[src/rtl/munoc_check_session_ctrl_if.sv]
// Control/status bundle between the register front end, the stream checker
// and the session controller.
interface munoc_check_session_ctrl_if #(
    parameter int unsigned BW_COUNT   = 16,
    parameter int unsigned BW_TIMEOUT = 16
);
    logic                  cfg_start;
    logic                  cfg_abort;
    logic [BW_COUNT-1:0]   cfg_num_match;
    logic [BW_TIMEOUT-1:0] cfg_timeout;
    logic                  chk_match;
    logic                  chk_error;
    logic                  chk_enable;
    logic                  chk_reset;
    logic                  busy;
    logic                  done;
    logic                  pass;
    logic                  fail_mismatch;
    logic                  fail_timeout;
    logic                  aborted;
    logic [BW_COUNT-1:0]   match_count;

    modport master (
        output cfg_start, cfg_abort, cfg_num_match, cfg_timeout, chk_match, chk_error,
        input  chk_enable, chk_reset, busy, done, pass, fail_mismatch, fail_timeout,
               aborted, match_count
    );

    modport slave (
        input  cfg_start, cfg_abort, cfg_num_match, cfg_timeout, chk_match, chk_error,
        output chk_enable, chk_reset, busy, done, pass, fail_mismatch, fail_timeout,
               aborted, match_count
    );
endinterface

[src/rtl/munoc_check_session_ctrl.sv]
// Session sequencer for the NoC stream checker: clear, run, count matched pops,
// watch for stalls and report pass / mismatch / timeout / aborted.
module munoc_check_session_ctrl #(
    parameter int unsigned BW_COUNT     = 16,
    parameter int unsigned BW_TIMEOUT   = 16,
    parameter int unsigned CLEAR_CYCLES = 2
) (
    input logic                       clk,
    input logic                       rst,
    munoc_check_session_ctrl_if.slave bus
);
    localparam int unsigned CW = (CLEAR_CYCLES > 1) ? $clog2(CLEAR_CYCLES) : 1;
    localparam logic [CW-1:0]         CLR_LAST = CW'(CLEAR_CYCLES - 1);
    localparam logic [CW-1:0]         CLR_ONE  = CW'(1);
    localparam logic [BW_COUNT-1:0]   CNT_ONE  = BW_COUNT'(1);
    localparam logic [BW_TIMEOUT-1:0] TO_ONE   = BW_TIMEOUT'(1);

    typedef enum logic [1:0] {IDLE, CLEAR, RUN} state_t;

    state_t                state_q, state_d;
    logic [CW-1:0]         clr_cnt_q, clr_cnt_d;
    logic [BW_COUNT-1:0]   target_q, target_d;
    logic [BW_TIMEOUT-1:0] timeout_q, timeout_d;
    logic [BW_TIMEOUT-1:0] stall_q, stall_d;
    logic [BW_COUNT-1:0]   mcount_q, mcount_d;
    logic                  chk_enable_q, chk_enable_d;
    logic                  chk_reset_q, chk_reset_d;
    logic                  busy_q, busy_d;
    logic                  done_q, done_d;
    logic                  pass_q, pass_d;
    logic                  mism_q, mism_d;
    logic                  tout_q, tout_d;
    logic                  abrt_q, abrt_d;
    logic                  finish;
    logic [BW_COUNT-1:0]   mcount_inc;
    logic [BW_TIMEOUT-1:0] stall_last;

    assign mcount_inc = mcount_q + CNT_ONE;
    assign stall_last = timeout_q - TO_ONE;

    always_comb begin
        state_d      = state_q;
        clr_cnt_d    = clr_cnt_q;
        target_d     = target_q;
        timeout_d    = timeout_q;
        stall_d      = stall_q;
        mcount_d     = mcount_q;
        chk_enable_d = chk_enable_q;
        chk_reset_d  = chk_reset_q;
        busy_d       = busy_q;
        done_d       = 1'b0;
        pass_d       = pass_q;
        mism_d       = mism_q;
        tout_d       = tout_q;
        abrt_d       = abrt_q;
        finish       = 1'b0;

        unique case (state_q)
            IDLE: begin
                if (bus.cfg_start) begin
                    state_d     = CLEAR;
                    clr_cnt_d   = '0;
                    target_d    = bus.cfg_num_match;
                    timeout_d   = bus.cfg_timeout;
                    stall_d     = '0;
                    mcount_d    = '0;
                    pass_d      = 1'b0;
                    mism_d      = 1'b0;
                    tout_d      = 1'b0;
                    abrt_d      = 1'b0;
                    busy_d      = 1'b1;
                    chk_reset_d = 1'b1;
                end
            end
            CLEAR: begin
                if (bus.cfg_abort) begin
                    abrt_d = 1'b1;
                    finish = 1'b1;
                end else if (clr_cnt_q == CLR_LAST) begin
                    if (target_q == '0) begin
                        pass_d = 1'b1;
                        finish = 1'b1;
                    end else begin
                        state_d      = RUN;
                        chk_reset_d  = 1'b0;
                        chk_enable_d = 1'b1;
                    end
                end else begin
                    clr_cnt_d = clr_cnt_q + CLR_ONE;
                end
            end
            RUN: begin
                // Stall counter saturates at timeout-1; with timeout 0 it just sticks at all-ones.
                if (bus.chk_match) begin
                    mcount_d = mcount_inc;
                    stall_d  = '0;
                end else if (stall_q != stall_last) begin
                    stall_d = stall_q + TO_ONE;
                end

                if (bus.cfg_abort) begin
                    abrt_d = 1'b1;
                    finish = 1'b1;
                end else if (bus.chk_error) begin
                    mism_d = 1'b1;
                    finish = 1'b1;
                end else if (bus.chk_match && (mcount_inc == target_q)) begin
                    pass_d = 1'b1;
                    finish = 1'b1;
                end else if ((timeout_q != '0) && !bus.chk_match && (stall_q == stall_last)) begin
                    tout_d = 1'b1;
                    finish = 1'b1;
                end
            end
            default: state_d = IDLE;
        endcase

        if (finish) begin
            state_d      = IDLE;
            busy_d       = 1'b0;
            chk_enable_d = 1'b0;
            chk_reset_d  = 1'b0;
            done_d       = 1'b1;
        end
    end

    always_ff @(posedge clk or posedge rst) begin
        if (rst) begin
            state_q      <= IDLE;
            clr_cnt_q    <= '0;
            target_q     <= '0;
            timeout_q    <= '0;
            stall_q      <= '0;
            mcount_q     <= '0;
            chk_enable_q <= 1'b0;
            chk_reset_q  <= 1'b0;
            busy_q       <= 1'b0;
            done_q       <= 1'b0;
            pass_q       <= 1'b0;
            mism_q       <= 1'b0;
            tout_q       <= 1'b0;
            abrt_q       <= 1'b0;
        end else begin
            state_q      <= state_d;
            clr_cnt_q    <= clr_cnt_d;
            target_q     <= target_d;
            timeout_q    <= timeout_d;
            stall_q      <= stall_d;
            mcount_q     <= mcount_d;
            chk_enable_q <= chk_enable_d;
            chk_reset_q  <= chk_reset_d;
            busy_q       <= busy_d;
            done_q       <= done_d;
            pass_q       <= pass_d;
            mism_q       <= mism_d;
            tout_q       <= tout_d;
            abrt_q       <= abrt_d;
        end
    end

    assign bus.chk_enable    = chk_enable_q;
    assign bus.chk_reset     = chk_reset_q;
    assign bus.busy          = busy_q;
    assign bus.done          = done_q;
    assign bus.pass          = pass_q;
    assign bus.fail_mismatch = mism_q;
    assign bus.fail_timeout  = tout_q;
    assign bus.aborted       = abrt_q;
    assign bus.match_count   = mcount_q;
endmodule

[src/flat_wrapper.sv]
// flat-port wrapper written by rule: the top's interface ports become plain ports
module munoc_check_session_ctrl_flat 
#(
    parameter int unsigned BW_COUNT     = 16,
    parameter int unsigned BW_TIMEOUT   = 16,
    parameter int unsigned CLEAR_CYCLES = 2
)
  (clk, rst, bus_cfg_start, bus_cfg_abort, bus_cfg_num_match, bus_cfg_timeout, bus_chk_match, bus_chk_error, bus_chk_enable, bus_chk_reset, bus_busy, bus_done, bus_pass, bus_fail_mismatch, bus_fail_timeout, bus_aborted, bus_match_count);
  munoc_check_session_ctrl_if #(.BW_COUNT(BW_COUNT), .BW_TIMEOUT(BW_TIMEOUT)) bus_i ();
  input logic clk;
  input logic rst;
  input wire logic [$bits(bus_i.cfg_start)-1:0] bus_cfg_start;
  input wire logic [$bits(bus_i.cfg_abort)-1:0] bus_cfg_abort;
  input wire logic [$bits(bus_i.cfg_num_match)-1:0] bus_cfg_num_match;
  input wire logic [$bits(bus_i.cfg_timeout)-1:0] bus_cfg_timeout;
  input wire logic [$bits(bus_i.chk_match)-1:0] bus_chk_match;
  input wire logic [$bits(bus_i.chk_error)-1:0] bus_chk_error;
  output wire logic [$bits(bus_i.chk_enable)-1:0] bus_chk_enable;
  output wire logic [$bits(bus_i.chk_reset)-1:0] bus_chk_reset;
  output wire logic [$bits(bus_i.busy)-1:0] bus_busy;
  output wire logic [$bits(bus_i.done)-1:0] bus_done;
  output wire logic [$bits(bus_i.pass)-1:0] bus_pass;
  output wire logic [$bits(bus_i.fail_mismatch)-1:0] bus_fail_mismatch;
  output wire logic [$bits(bus_i.fail_timeout)-1:0] bus_fail_timeout;
  output wire logic [$bits(bus_i.aborted)-1:0] bus_aborted;
  output wire logic [$bits(bus_i.match_count)-1:0] bus_match_count;
  assign bus_i.cfg_start = bus_cfg_start;
  assign bus_i.cfg_abort = bus_cfg_abort;
  assign bus_i.cfg_num_match = bus_cfg_num_match;
  assign bus_i.cfg_timeout = bus_cfg_timeout;
  assign bus_i.chk_match = bus_chk_match;
  assign bus_i.chk_error = bus_chk_error;
  assign bus_chk_enable = bus_i.chk_enable;
  assign bus_chk_reset = bus_i.chk_reset;
  assign bus_busy = bus_i.busy;
  assign bus_done = bus_i.done;
  assign bus_pass = bus_i.pass;
  assign bus_fail_mismatch = bus_i.fail_mismatch;
  assign bus_fail_timeout = bus_i.fail_timeout;
  assign bus_aborted = bus_i.aborted;
  assign bus_match_count = bus_i.match_count;
  munoc_check_session_ctrl #(.BW_COUNT(BW_COUNT), .BW_TIMEOUT(BW_TIMEOUT), .CLEAR_CYCLES(CLEAR_CYCLES)) u_core (.clk(clk), .rst(rst), .bus(bus_i));
endmodule
[config.mk]
export PLATFORM = sky130hd
export DESIGN_NAME = munoc_check_session_ctrl_flat
export DESIGN_NICKNAME = d
export VERILOG_FILES = /design/src/rtl/munoc_check_session_ctrl_if.sv /design/src/rtl/munoc_check_session_ctrl.sv /design/src/flat_wrapper.sv
export SDC_FILE = /design/constraint.sdc
export NUM_CORES = 1
export LEC_CHECK = 0
export ABC_AREA = 0
export CORE_ASPECT_RATIO = 1.4
export CORE_MARGIN = 1.5
export CORE_UTILIZATION = 40
export CTS_BUF_LIST = sky130_fd_sc_hd__clkbuf_4
export CTS_CLUSTER_SIZE = 16
export DETAILED_ROUTE_END_ITERATION = 7
export PLACE_DENSITY = 0.71
export REMOVE_ABC_BUFFERS = 1
export SYNTH_ARGS = -nofsm -noshare
export SYNTH_HDL_FRONTEND = slang
export SYNTH_SLANG_ARGS = --single-unit
[constraint.sdc]
create_clock -name clk -period 3.6 [get_ports clk]
set_input_delay 0.36 -clock clk [delete_from_list [all_inputs] [get_ports clk]]
set_output_delay 0.36 -clock clk [all_outputs]
set_load 0.02 [all_outputs]
Word level (Yosys, flattened, before mapping)
Index checks and enable logic that the tools add are counted.
- add/sub/neg operators: 4
- equal/unequal tests: 25
- mux-type cells: 55
- reduce and logical (&&, ||, !) cells: 29
- operator list (kind ; number):
    $mux 16 ; 4
    $pmux 16 s2 ; 2
    $mux 1 ; 36
    $add 16x1->16 const B ; 2
    $eq 16x16->1 ; 2
    $logic_not 16->1 ; 1
    $ne 16x16->1 ; 1
    $ne 2x1->1 const B ; 8
    $reduce_bool 16->1 ; 1
    $sub 16x1->16 const B ; 1
    $ne 2x2->1 const B ; 7
    $reduce_bool 2->1 ; 7
    $ne 3x2->1 const B ; 4
    $pmux 1 s2 ; 6
    $reduce_and 3->1 ; 4
    $mux 2 ; 5
    $reduce_and 5->1 ; 2
    $reduce_and 4->1 ; 2
    $reduce_and 8->1 ; 1
    $pmux 2 s3 ; 1
    $reduce_and 6->1 ; 1
    $reduce_bool 3->1 ; 2
    $reduce_and 2->1 ; 2
    $logic_and 1x1->1 ; 3
    other kinds (8) ; 8
- register bits: 75
- bits of input ports: 38
- output and inout bits: 24
- word-level logic and storage cells: 127

Depth between registers and ports, before layout
Gate-level depths: netlist (run 1).
- depth after elaboration: 10
- gate-level depth with buffers: 11
- depth with buffers taken out: 9

Least setup slack after synthesis (run 1)
Ideal clock, no wire load.
- kind: register to register
- from: reg u_core.mcount_q[0], in the netlist u_core.bus.match_count[0]
- to: reg u_core.state_q[0]
- setup time: 0.128 ns
- arrival time: 2.763 ns
- data required time: 3.472 ns
- path slack: 0.710 ns
- cell stages (with the launch flop): 9
- path buffers: 0
- period minus slack after synthesis: 2.890 ns
- path through: dfrtp_1 -> ha_1 -> nand3_2 -> or4_1 -> xor2_1 -> a221oi_1 -> a41oi_1 -> a21oi_1 -> mux2_1
- cells in the longest elaborated chain, start to end: 9
- elaborated cells on any way between the ends: 14
- those cells by class: add/sub: 1; eq/ne: 6; mux: 5; reduce/logical: 2
- ends and longest elaborated chain (item ; RTL line ; text):
    start, declared ; munoc_check_session_ctrl.sv:25 ; logic [BW_COUNT-1:0] mcount_q, mcount_d;
    start signal, assigned ; munoc_check_session_ctrl.sv:149 ; mcount_q <= mcount_d;
    $add 16x1->16 * ; munoc_check_session_ctrl.sv:38 ; assign mcount_inc = mcount_q + CNT_ONE;
    $eq 16x16->1 * ; munoc_check_session_ctrl.sv:107 ; end else if (bus.chk_match && (mcount_inc == target_q)) begin
    $logic_and 1x1->1 * ; munoc_check_session_ctrl.sv:107 ;
    $mux 1 * ; munoc_check_session_ctrl.sv:107 ;
    $mux 1 * ; munoc_check_session_ctrl.sv:104 ; end else if (bus.chk_error) begin
    $mux 1 * ; munoc_check_session_ctrl.sv:101 ; if (bus.cfg_abort) begin
    $pmux 1 s2 * ; munoc_check_session_ctrl.sv:58 ; unique case (state_q)
    $ne 3x1->1 (no line), or another cell as far along ; -- ;
    $reduce_and 5->1 (no line) ; -- ;
    end signal, assigned ; munoc_check_session_ctrl.sv:144 ; state_q <= state_d;
    end, declared ; munoc_check_session_ctrl.sv:20 ; state_t state_q, state_d;
Mark *: on every way between the ends. The rest lies on a longest branch, timed or not.
A chain may end at the register's enable or synchronous reset.

Final worst setup path (run 1)
Ends and elaborated chain as after synthesis.

==> results of run 1 <==
==> per-stage QoR <==
step           cells  utilization (%)  worst slack [ns]  cell area (µm²)  hold WS [ns]
2_1_floorplan    471                -             0.384             4620         0.510
3_3_place_gp     684             47.8             0.676             5480         0.484
3_5_place_dp     684             47.8             0.594             5480         0.494
4_1_cts          700             49.1             0.567             5620        0.0899
5_1_grt          700             49.1             0.256             5620         0.120
6_report         700             49.1             0.593             5620         0.109
==> synthesized netlist by cell type, types with 2 or more instances <==
cell type	count
a41oi_1	2
nor2_1	23
a2111oi_0	2
nand4_1	13
nand2_1	31
and4_1	4
o21ai_0	33
mux2i_1	2
o41ai_1	2
a21oi_1	30
dfrtp_1	75
o22ai_1	2
and3_1	8
nand2b_1	4
a221oi_1	2
clkbuf_1	13
nand3b_1	2
o31ai_1	21
or4_1	13
o21a_1	4
xnor2_1	14
nor4_1	13
a31o_2	2
or4_4	2
o31ai_2	2
o31a_1	2
mux2_2	34
buf_2	4
nor3b_1	2
a31oi_1	6
nor2b_1	6
inv_1	16
and2_1	5
nand3_1	22
or3_1	7
a22oi_1	2
buf_6	4
nor4b_1	2
ha_1	8
nor3_1	6
xor2_1	23
==> worst max-delay path, delay by kind of cell, from the launching register on <==
kind / cells / cell delay (ns)
flip-flops: 1 / 0.49
multiplexers: 1 / 0.33
adder cells (fa/ha/maj): 1 / 0.33
AO/OA/AOI/OAI: 3 / 0.74
XOR/XNOR: 1 / 0.17
AND/OR/NAND/NOR: 2 / 0.85
==> worst max path at each step <==
stage                     slack (ns)                      start                   endpoint  cells after the start
after floorplan                 0.38          u_core.state_q[1]  u_core.bus.match_count[5]                      7
after global placement          0.68  u_core.bus.match_count[0]          u_core.state_q[0]                      8
after detailed placement        0.59  u_core.bus.match_count[0]          u_core.state_q[0]                      8
after CTS                       0.57  u_core.bus.match_count[0]          u_core.state_q[0]                      8
after global routing            0.26  u_core.bus.match_count[0]          u_core.state_q[0]                      8
final                           0.59  u_core.bus.match_count[0]          u_core.state_q[0]                      8
==> layout make-up <==
class / instances / share of cell area (%)
Clock inverter: 6 / 1.16
Timing Repair Buffer: 69 / 12.2
Clock buffer: 10 / 1.34
Inverter: 16 / 1.07
Sequential cell: 75 / 33.4
Tap cell: 144 / 3.21
Multi-Input combinational cell: 380 / 47.7
==> power groups by stage <==
stage / Combinational (mW) / Sequential (mW) / Clock [mW]
global route: 1.58 / 1.48 / 0.580
global placement: 1.39 / 1.43 / 0
finish: 1.44 / 1.44 / 0.531
detailed placement: 1.43 / 1.45 / 0
CTS: 1.44 / 1.43 / 0.547
floorplan: 0.998 / 1.39 / 0
==> flip-flops by register name, indices dropped and copies added (netlist names) <==
signal and flops:
u_core.state_q 2, u_core.clr_cnt_q 1, u_core.bus.match_count 16, u_core.bus.pass 1, u_core.bus.chk_reset 1, u_core.bus.fail_mismatch 1
u_core.stall_q 16, u_core.bus.fail_timeout 1, u_core.bus.busy 1, u_core.bus.chk_enable 1, u_core.bus.aborted 1, u_core.target_q 16
u_core.timeout_q 16, u_core.bus.done 1
==> metal layers <==
layer / vias to the layer above / track usage (%) / wire length (µm) / share of wire (%)
li1: 1976 / - / - / -
met1: 2051 / 21.8 / 4640 / 37
met2: 168 / 38.0 / 6720 / 54
met3: 43 / 4.15 / 635 / 5.1
met4: 0 / 12.2 / 476 / 3.8
met5: - / 0 / 0 / 0
==> cells by family after synthesis <==
group / share of synthesized area (%)
compound gates: 17.5
xor+xnor: 6.84
fa+ha+maj: 2.11
buf+inv: 3.83
flops: 39.6
mux: 9.03
simple gates: 21.1
==> metrics, run 1 <==
outcome=finished, final reports clean; Routed WL per cell=17.8 µm; Synth top area share=39.6%; CTS clk-pin slew, worst paths=around 0.13 ns; max-cap violations=0; Max stage delay cell, worst path=or4_1; Die ar.=12,500 µm²; P_sw=~1.4 mW; Worst Clk Skew=0.0217 ns; Via density=approximately 6; Netlist Area Pre-Place=4740 µm²; Tcrit/Tclk final=83.5%; ys flop type=dfrtp_1; R2R Path End=u_core.state_q[0]; antenna violations before repair=0; initial core utilization=between 40% and 50%; Port Buffer Count=61; reg-to-reg startpoint=u_core.bus.match_count[0]; WP data arrival=3.35 ns; routability cong.=0.870; Yosys cell types=66; CTS Root Cell=clkbuf_4; largest net degree at the start of global routing=68; Nets=597; drt drc=0; post-route ant nets=0; GRT Util Overall=21.0%; Layout area overhead=18.6%; die height=132 µm; FF-to-FF setup slack=0.59 ns; CP Max Fanout=10; Vias=between 4,000 and 5,000; CTS tree=done; commonest non-fill, non-tap cells in the layout=75 x dfrtp_1, 61 x clkdlybuf4s50_1, 34 x mux2_2; Leakage=2.16 nW; post-CTS setup buffers=0; sequential-to-total area share from yosys stat=39.6%; Final Critical Period=approximately 3 ns; core box area=11,500 µm²; post-DP HPWL=9280 µm; Seq pwr share=a little over two fifths; Final Power=3.41 mW; # rows=between 40 and 50; Pwr per Cell Area=a little over 600 nW/µm²; H-Tree Depth=3; Mapped Cells=493; setup_tns=0 ns; Startpoint Class=register; switching share of total power=41.3%; most common cell after layout, fill and taps aside=dfrtp_1; fmax=0.333 GHz; CP Cell Sequence=ha_1, nand3_2, or4_1, xor2_1, a221oi_1, a41oi_1, a21oi_1, mux2_1; Die X=about 95 µm; Syn. warnings=0; GR Overflow Total=0; CTS buffer count=9; measured slew at the worst slew-check pin=0.610 ns; crit-path max cell delay=0.65 ns; # IOs=between 60 and 70; antenna cells=0; RSZ-0062 raised after global routing=false; Filler cells=between 1,000 and 1,500; Max VDD drop=between 300 and 400 µV; vias in the first global route=4,336; Register Area=1880 µm²; Int Power=2.00 mW; WL final=12,500 µm; Slew Viols, Final=0; area of the multi-input gates=~2700 µm²; DRT iter0 DRCs=around 240; crit end category=register; Final Setup Violations=0; share of flip-flops with an asynchronous set or reset=100%; Synth Register Bits=between 70 and 80; TritonRoute pass-1 iters=6; cell count of the worst reg-to-reg path=8; first-pass GRT wire length=20,500 µm; cell taking the most area after synthesis=dfrtp_1; mean post-synth cell area=9.61 µm²; critical path type=register to register; logic gate share of total power=42.1%; WP data required=3.94 ns; number of synthesized flops with an enable pin=0; Hold Buf Count CTS=0; synth top area cells=dfrtp_1 40%, mux2_2 8.1%, xor2_1 4.3%; max_slew headroom=58.9%; Clk pwr share=15.6%; clock sinks=75; clock latency at the later pin of the worst-skew pair=0.45 ns; Clock Tree Buf Depth=2; worst hold path class=input port to async pin; share of cells above drive strength 1=13.8%; CTS resizes=0; Hold Fails Final Rpt=0
Note: power is estimated with default switching activity, not from simulation.
==> run 2: changes to the inputs <==
--- a/config.mk
+++ b/config.mk
@@ -12,7 +12,7 @@
 export CTS_BUF_LIST = sky130_fd_sc_hd__clkbuf_4
 export CTS_CLUSTER_SIZE = 16
 export DETAILED_ROUTE_END_ITERATION = 7
-export PLACE_DENSITY = 0.71
+export PLACE_DENSITY = 0.73
 export REMOVE_ABC_BUFFERS = 1
 export SYNTH_ARGS = -nofsm -noshare
 export SYNTH_HDL_FRONTEND = slang
==> constraint.sdc (replaced) <==
create_clock -name clk -period 2.62 [get_ports clk]
set_input_delay 0.262 -clock clk [delete_from_list [all_inputs] [get_ports clk]]
set_output_delay 0.262 -clock clk [all_outputs]
set_load 0.02 [all_outputs]
==> run 2 against run 1 <==
Net effect:
- the flow now finishes with violations (setup timing)
- total power is 65% higher
- final cell count is 8.9% higher
- worst setup slack worse by 0.65 ns
- clock skew is 0.0069 ns lower
- sequential power is 33% higher
==> metrics, run 2 (synthesized netlist as in run 1, its figures left out) <==
outcome=complete, but fails checks (was finished, final reports clean); violated checks=setup timing; die height=132 µm (unchanged); Worst Clk Skew=0.0148 ns (was 0.0217 ns); setup_tns=-0.335 ns (was 0 ns); post-DP HPWL=10,000 µm (was 9280 µm); Slew Viols, Final=0 (unchanged); largest net degree at the start of global routing=76 (was 68); first-pass GRT wire length=23,600 µm (was 20,500 µm); WL final=14,800 µm (was 12,500 µm); Hold Buf Count CTS=0 (unchanged); max-cap violations=0 (unchanged); H-Tree Depth=3 (unchanged); fmax=0.374 GHz (was 0.333 GHz); WHS=0.184 ns (was 0.109 ns); Max VDD drop=510 µV (was 318 µV); Pwr per Cell Area=858 nW/µm² (was 606 nW/µm²); WP data arrival=3.06 ns (was 3.35 ns); Post-Layout Cell Count=762 (was 700); RSZ-0062 raised after global routing=true (was false); FF-to-FF setup slack=-0.05 ns (was 0.59 ns); initial core utilization=41.4% (unchanged); DRT iter0 DRCs=409 (was 238); CTS Root Cell=clkbuf_4 (unchanged); routability cong.=0.876 (was 0.870); clock latency at the later pin of the worst-skew pair=0.45 ns (about the same); # IOs=62 (unchanged); CP Max Fanout=6 (was 10); critical path type=register to register (unchanged); Tcrit/Tclk final=102% (was 83.5%); WP data required=3.00 ns (was 3.94 ns); max_slew headroom=62.7% (was 58.9%); share of cells above drive strength 1=30.6% (was 13.8%); CTS clk-pin slew, worst paths=0.13 ns (about the same); worst hold path class=input port to async pin (unchanged); commonest non-fill, non-tap cells in the layout=73 x dfrtp_1, 62 x buf_4, 61 x clkdlybuf4s50_1 (was 75 x dfrtp_1, 61 x clkdlybuf4s50_1, 34 x mux2_2); Final WS setup=-0.0550 ns (was 0.593 ns); Final Critical Period=2.67 ns (was 3.01 ns); measured slew at the worst slew-check pin=0.558 ns (was 0.610 ns); met2 GRT Util=42.9% (was 38.0%); Layout area overhead=37.8% (was 18.6%); Via density=6.17 (was 6.05); R2R Path End=u_core.stall_q[10] (was u_core.state_q[0]); antenna violations before repair=0 (unchanged); Clock Tree Buf Depth=2 (unchanged); # rows=46 (unchanged); Vias=4,700 (was 4,238); cell count of the worst reg-to-reg path=8 (unchanged); Nets=659 (was 597); Final Setup Violations=10 (was 0); TritonRoute pass-1 iters=7 (was 6); Die ar.=12,500 µm² (unchanged); Leakage=2.56 nW (was 2.16 nW); Cells after DPL=730 (was 684); Filler cells=973 (was 1,027); CTS tree=done (unchanged); GRT Util Overall=24.2% (was 21.0%); post-route ant nets=0 (unchanged); GR Overflow Total=0 (unchanged); busiest grt layer=met2 (unchanged); met3 usage=5.13% (was 4.15%); Die X=95.0 µm (unchanged); Port Buffer Count=61 (unchanged); crit end category=register (unchanged); reg-to-reg startpoint=u_core.timeout_q[0] (was u_core.bus.match_count[0]); vias in the first global route=4,867 (was 4,336); core box area=11,500 µm² (unchanged); GR Util met1=26.1% (was 21.8%); drt drc=0 (unchanged); Hold Fails Final Rpt=0 (unchanged); clock sinks=75 (unchanged); most common cell after layout, fill and taps aside=dfrtp_1 (unchanged); Startpoint Class=register (unchanged); antenna cells=0 (unchanged); Routed WL per cell=19.4 µm (was 17.8 µm); CTS buffer count=9 (unchanged)
-- run 2: stage by stage --
step	power, mW	setup slack, ns	instance area, µm²	utilization (%)
final	5.60	-0.0550	6530	57.0
after global routing	5.94	-0.124	6530	57.0
after CTS	5.28	-0.0680	6240	54.5
after detailed placement	4.19	-0.198	5820	50.9
after global placement	4.09	-0.188	5820	50.9
after floorplan	3.28	-0.596	4620	-
-- run 2: worst max-delay path by stage --
stage	start	endpoint	slack, ns	cells past startpoint
2_1_floorplan	u_core.state_q[1]	u_core.bus.match_count[5]	-0.60	7
3_3_place_gp	u_core.bus.match_count[0]	u_core.state_q[0]	-0.19	9
3_5_place_dp	u_core.bus.match_count[1]	u_core.state_q[0]	-0.20	9
4_1_cts	u_core.bus.match_count[1]	u_core.state_q[0]	-0.07	9
5_1_grt	u_core.timeout_q[1]	u_core.bus.fail_timeout	-0.12	11
6_report	u_core.timeout_q[0]	u_core.stall_q[10]	-0.05	8
-- run 2: cell type report --
type / count / area, µm² / area share (%)
well taps: 144 / 180 / 2.76
flip-flops and latches: 75 / 1880 / 28.8
multi-input cells: 382 / 3090 / 47.4
inverters: 16 / 60.1 / 0.920
clock buffers: 10 / 75.1 / 1.15
clock inverters: 6 / 88.8 / 1.36
repair buffers: 129 / 1150 / 17.7
-- run 2: timing repair --
action	in CTS	in global routing
cloned	2	0
setup endpoints to repair	21	28
setup buffers	9	6
pin swaps	31	25
resized for setup	33	48
-- run 2: critical path, cell delays in order (launching register included) --
cell,delay [ns]
dfrtp_1,0.43
or4_4,0.60
buf_6,0.16
o31ai_4,0.22
a32o_2,0.19
mux2i_4,0.12
and4_4,0.26
or4_4,0.47
a21oi_1,0.14
-- run 2: per-layer routing --
metal / vias to the layer above / part of all wire [%]
met5: - / 0
met2: 238 / 53
li1: 2104 / -
met3: 62 / 5.3
met4: 0 / 4.6
met1: 2296 / 37
-- run 2: where the power goes --
group	switching, mW	internal, mW
combinational	1.47	1.37
clock	0.449	0.399
sequential	0.428	1.49
==> run 3: changes to the inputs <==
--- a/config.mk
+++ b/config.mk
@@ -8,11 +8,11 @@
 export ABC_AREA = 0
 export CORE_ASPECT_RATIO = 1.4
 export CORE_MARGIN = 1.5
-export CORE_UTILIZATION = 40
+export CORE_UTILIZATION = 52
 export CTS_BUF_LIST = sky130_fd_sc_hd__clkbuf_4
 export CTS_CLUSTER_SIZE = 16
 export DETAILED_ROUTE_END_ITERATION = 7
-export PLACE_DENSITY = 0.73
+export PLACE_DENSITY = 0.89
 export REMOVE_ABC_BUFFERS = 1
 export SYNTH_ARGS = -nofsm -noshare
 export SYNTH_HDL_FRONTEND = slang
==> run 3 against run 2 <==
Net effect:
- the run still ends with setup timing left
- register-to-register slack got worse by 0.07 ns
- total power fell by 1.6%
- first-iteration DRC count rose by 3.9%
- die area fell by 22%
- routed wire length rose by 1.7%
- clock skew rose by 0.0019 ns
- final cell count fell by 2.8%
- worst hold slack improved by 0.0018 ns
- clock-buffer cell count fell by 1
- global-route usage rose by 6.4 points
- sequential share of layout area rose by 0.19 points
- worst setup slack got worse by 0.065 ns
- critical path type unchanged
- largest power group unchanged
==> metrics, run 3 (synthesized netlist as in run 1, its figures left out) <==
GRT Util Overall=30.6% (was 24.2%); WP data arrival=3.15 ns (was 3.06 ns); switching share of total power=40.9% (was 41.9%); Vias=4,800 (was 4,700); routability cong.=0.929 (was 0.876); crit end category=register (unchanged); max_slew headroom=55.4% (was 62.7%); commonest non-fill, non-tap cells in the layout=78 x buf_4, 73 x dfrtp_1, 61 x clkdlybuf4s50_1 (was 73 x dfrtp_1, 62 x buf_4, 61 x clkdlybuf4s50_1); crit-path max cell delay=0.59 ns (was 0.60 ns); share of cells above drive strength 1=31.1% (was 30.6%); clock sinks=75 (unchanged); Setup WS pre-CTS=-0.125 ns (was -0.198 ns); max-cap violations=0 (unchanged); post-DP HPWL=10,200 µm (was 10,000 µm); fmax=0.365 GHz (was 0.374 GHz); core box area=8930 µm² (was 11,500 µm²); WHS=0.185 ns (was 0.184 ns); antenna cells=0 (unchanged); Max VDD drop=624 µV (was 510 µV); Worst Path Buf+Inv=2 (was 1); most common cell after layout, fill and taps aside=buf_4 (was dfrtp_1); GR Overflow Total=0 (unchanged); Final Critical Period=2.74 ns (was 2.67 ns); RSZ-0062 raised after global routing=true (unchanged); Slew Viols, Final=0 (unchanged); CTS clk-pin slew, worst paths=0.13 ns (about the same); CP Cell Sequence=or4_4, buf_6, o31ai_4, a32o_2, mux2i_4, and4_4, buf_6, or4_1, a21oi_2 (was or4_4, buf_6, o31ai_4, a32o_2, mux2i_4, and4_4, or4_4, a21oi_1); Port Buffer Count=61 (unchanged); Top cell by count, worst path=buf_6 (was or4_4); Via density=6.48 (was 6.17); CTS tree=done (unchanged); worst hold path class=input port to async pin (unchanged); Hold Fails Final Rpt=0 (unchanged); DRT iter0 DRCs=425 (was 409); P_sw=2.26 mW (was 2.35 mW); setup_tns=-0.765 ns (was -0.335 ns); drt drc=0 (unchanged); die height=116 µm (was 132 µm); measured slew at the worst slew-check pin=0.663 ns (was 0.558 ns); Worst Clk Skew=0.0168 ns (was 0.0148 ns); Pwr per Cell Area=851 nW/µm² (was 858 nW/µm²); WL final=15,000 µm (was 14,800 µm); Final Setup Violations=13 (was 10); Nets=676 (was 659); Tcrit/Tclk final=105% (was 102%); TritonRoute pass-1 iters=7 (unchanged); Max stage delay cell, worst path=or4_4 (unchanged); CP Max Fanout=6 (unchanged); CTS buffer count=9 (unchanged); # rows=41 (was 46); # IOs=62 (unchanged); first-pass GRT wire length=23,400 µm (was 23,600 µm); Clock Tree Buf Depth=2 (unchanged); antenna violations before repair=0 (unchanged); Leakage=2.62 nW (was 2.56 nW); Layout area overhead=36.9% (was 37.8%); CTS Root Cell=clkbuf_4 (unchanged); violated checks=setup timing (unchanged); cell count of the worst reg-to-reg path=9 (was 8); outcome=complete, but fails checks (unchanged); CP delay by family, top=simple AND/OR/NAND/NOR gates (unchanged); H-Tree Depth=3 (unchanged); Clk pwr share=14.3% (was 15.1%); Int Power=3.26 mW (about the same); clock latency at the later pin of the worst-skew pair=0.46 ns (was 0.45 ns); Die ar.=9700 µm² (was 12,500 µm²); instance count on the critical path=9 (was 8); Die X=83.7 µm (was 95.0 µm); Routed WL per cell=20.3 µm (was 19.4 µm); Final WS setup=-0.120 ns (was -0.0550 ns); post-route ant nets=0 (unchanged); Seq pwr share=34.0% (was 34.2%); initial core utilization=53.1% (was 41.4%); logic gate share of total power=51.7% (was 50.6%); Cells after DPL=704 (was 730); critical path type=register to register (unchanged); Startpoint Class=register (unchanged); vias in the first global route=4,901 (was 4,867); WP data required=3.03 ns (was 3.00 ns); Post-Layout Cell Count=741 (was 762); largest net degree at the start of global routing=36 (was 76)
==> run 3: changes by cell type in the layout (fill, tap and decap cells not counted), sizes merged <==
| cell | previous run | this run |
|---|---|---|
| inv | 17 | 16 |
| clkbuf | 10 | 9 |
| buf | 68 | 86 |
| clkinv | 1 | 4 |
| and4 | 7 | 6 |
| clkinvlp | 2 | 0 |
==> run 3: worst register-to-register path, cell delays in order, from the launching register on <==
cell     delay [ns]
dfrtp_1        0.43
or4_4          0.59
buf_6          0.16
o31ai_4        0.18
a32o_2         0.25
mux2i_4        0.09
and4_4         0.20
buf_6          0.14
or4_1          0.51
a21oi_2        0.14
==> run 3: worst paths after layout <==
kind	from	endpoint	slack, ns
min	rst	u_core.stall_q[6]	0.19
max	u_core.timeout_q[1]	u_core.stall_q[9]	-0.12
min in group clk	bus_cfg_timeout[2]	u_core.timeout_q[2]	0.41
min reg2reg	u_core.bus.chk_enable	u_core.bus.chk_enable	0.52
max in group asynchronous	rst	u_core.bus.aborted	1.80
max reg2reg	u_core.timeout_q[1]	u_core.stall_q[9]	-0.12
==> run 3: cell type report <==
cell class              count  area, µm²
fillers                   637       2440
clock buffers               9       67.6
multi-input cells         381       2960
flip-flops and latches     75       1880
inverters                  16       60.1
well taps                 107        134
clock inverters             6       81.3
repair buffers            147       1300
==> run 3: power by group through the flow <==
stage,logic (mW),registers (mW),clock network [mW]
after floorplan,1.37,1.91,0
after global placement,2.28,1.87,0
after detailed placement,2.36,1.89,0
after CTS,2.61,1.84,0.802
after global routing,3.05,1.90,0.842
final,2.85,1.88,0.789
==> run 3: metal layers <==
metal / part of all wire (%) / wire [µm] / GRT usage, % / up-vias
met3: 5.3 / 796 / 6.34 / 78
li1: - / - / - / 2136
met4: 5.1 / 772 / 19.2 / 0
met2: 54 / 8100 / 57.0 / 248
met1: 36 / 5360 / 31.4 / 2338
met5: 0 / 0 / 0 / -
==> run 3: what timing repair did <==
| action | in CTS | in global routing |
|---|---|---|
| hold buffers | 0 | 0 |
| resized for setup | 24 | 42 |
| pin swaps | 18 | 25 |
| gates cloned | 1 | 0 |
| setup endpoints to repair | 17 | 24 |
| buffers inserted | 16 | 5 |
==> run 3: through the flow <==
step | utilization, % | area, µm² | total power, mW
final | 72.6 | 6480 | 5.52
after global routing | 72.6 | 6480 | 5.80
after CTS | 70.1 | 6260 | 5.25
after detailed placement | 65.5 | 5850 | 4.25
after global placement | 65.5 | 5850 | 4.14
after floorplan | - | 4620 | 3.28
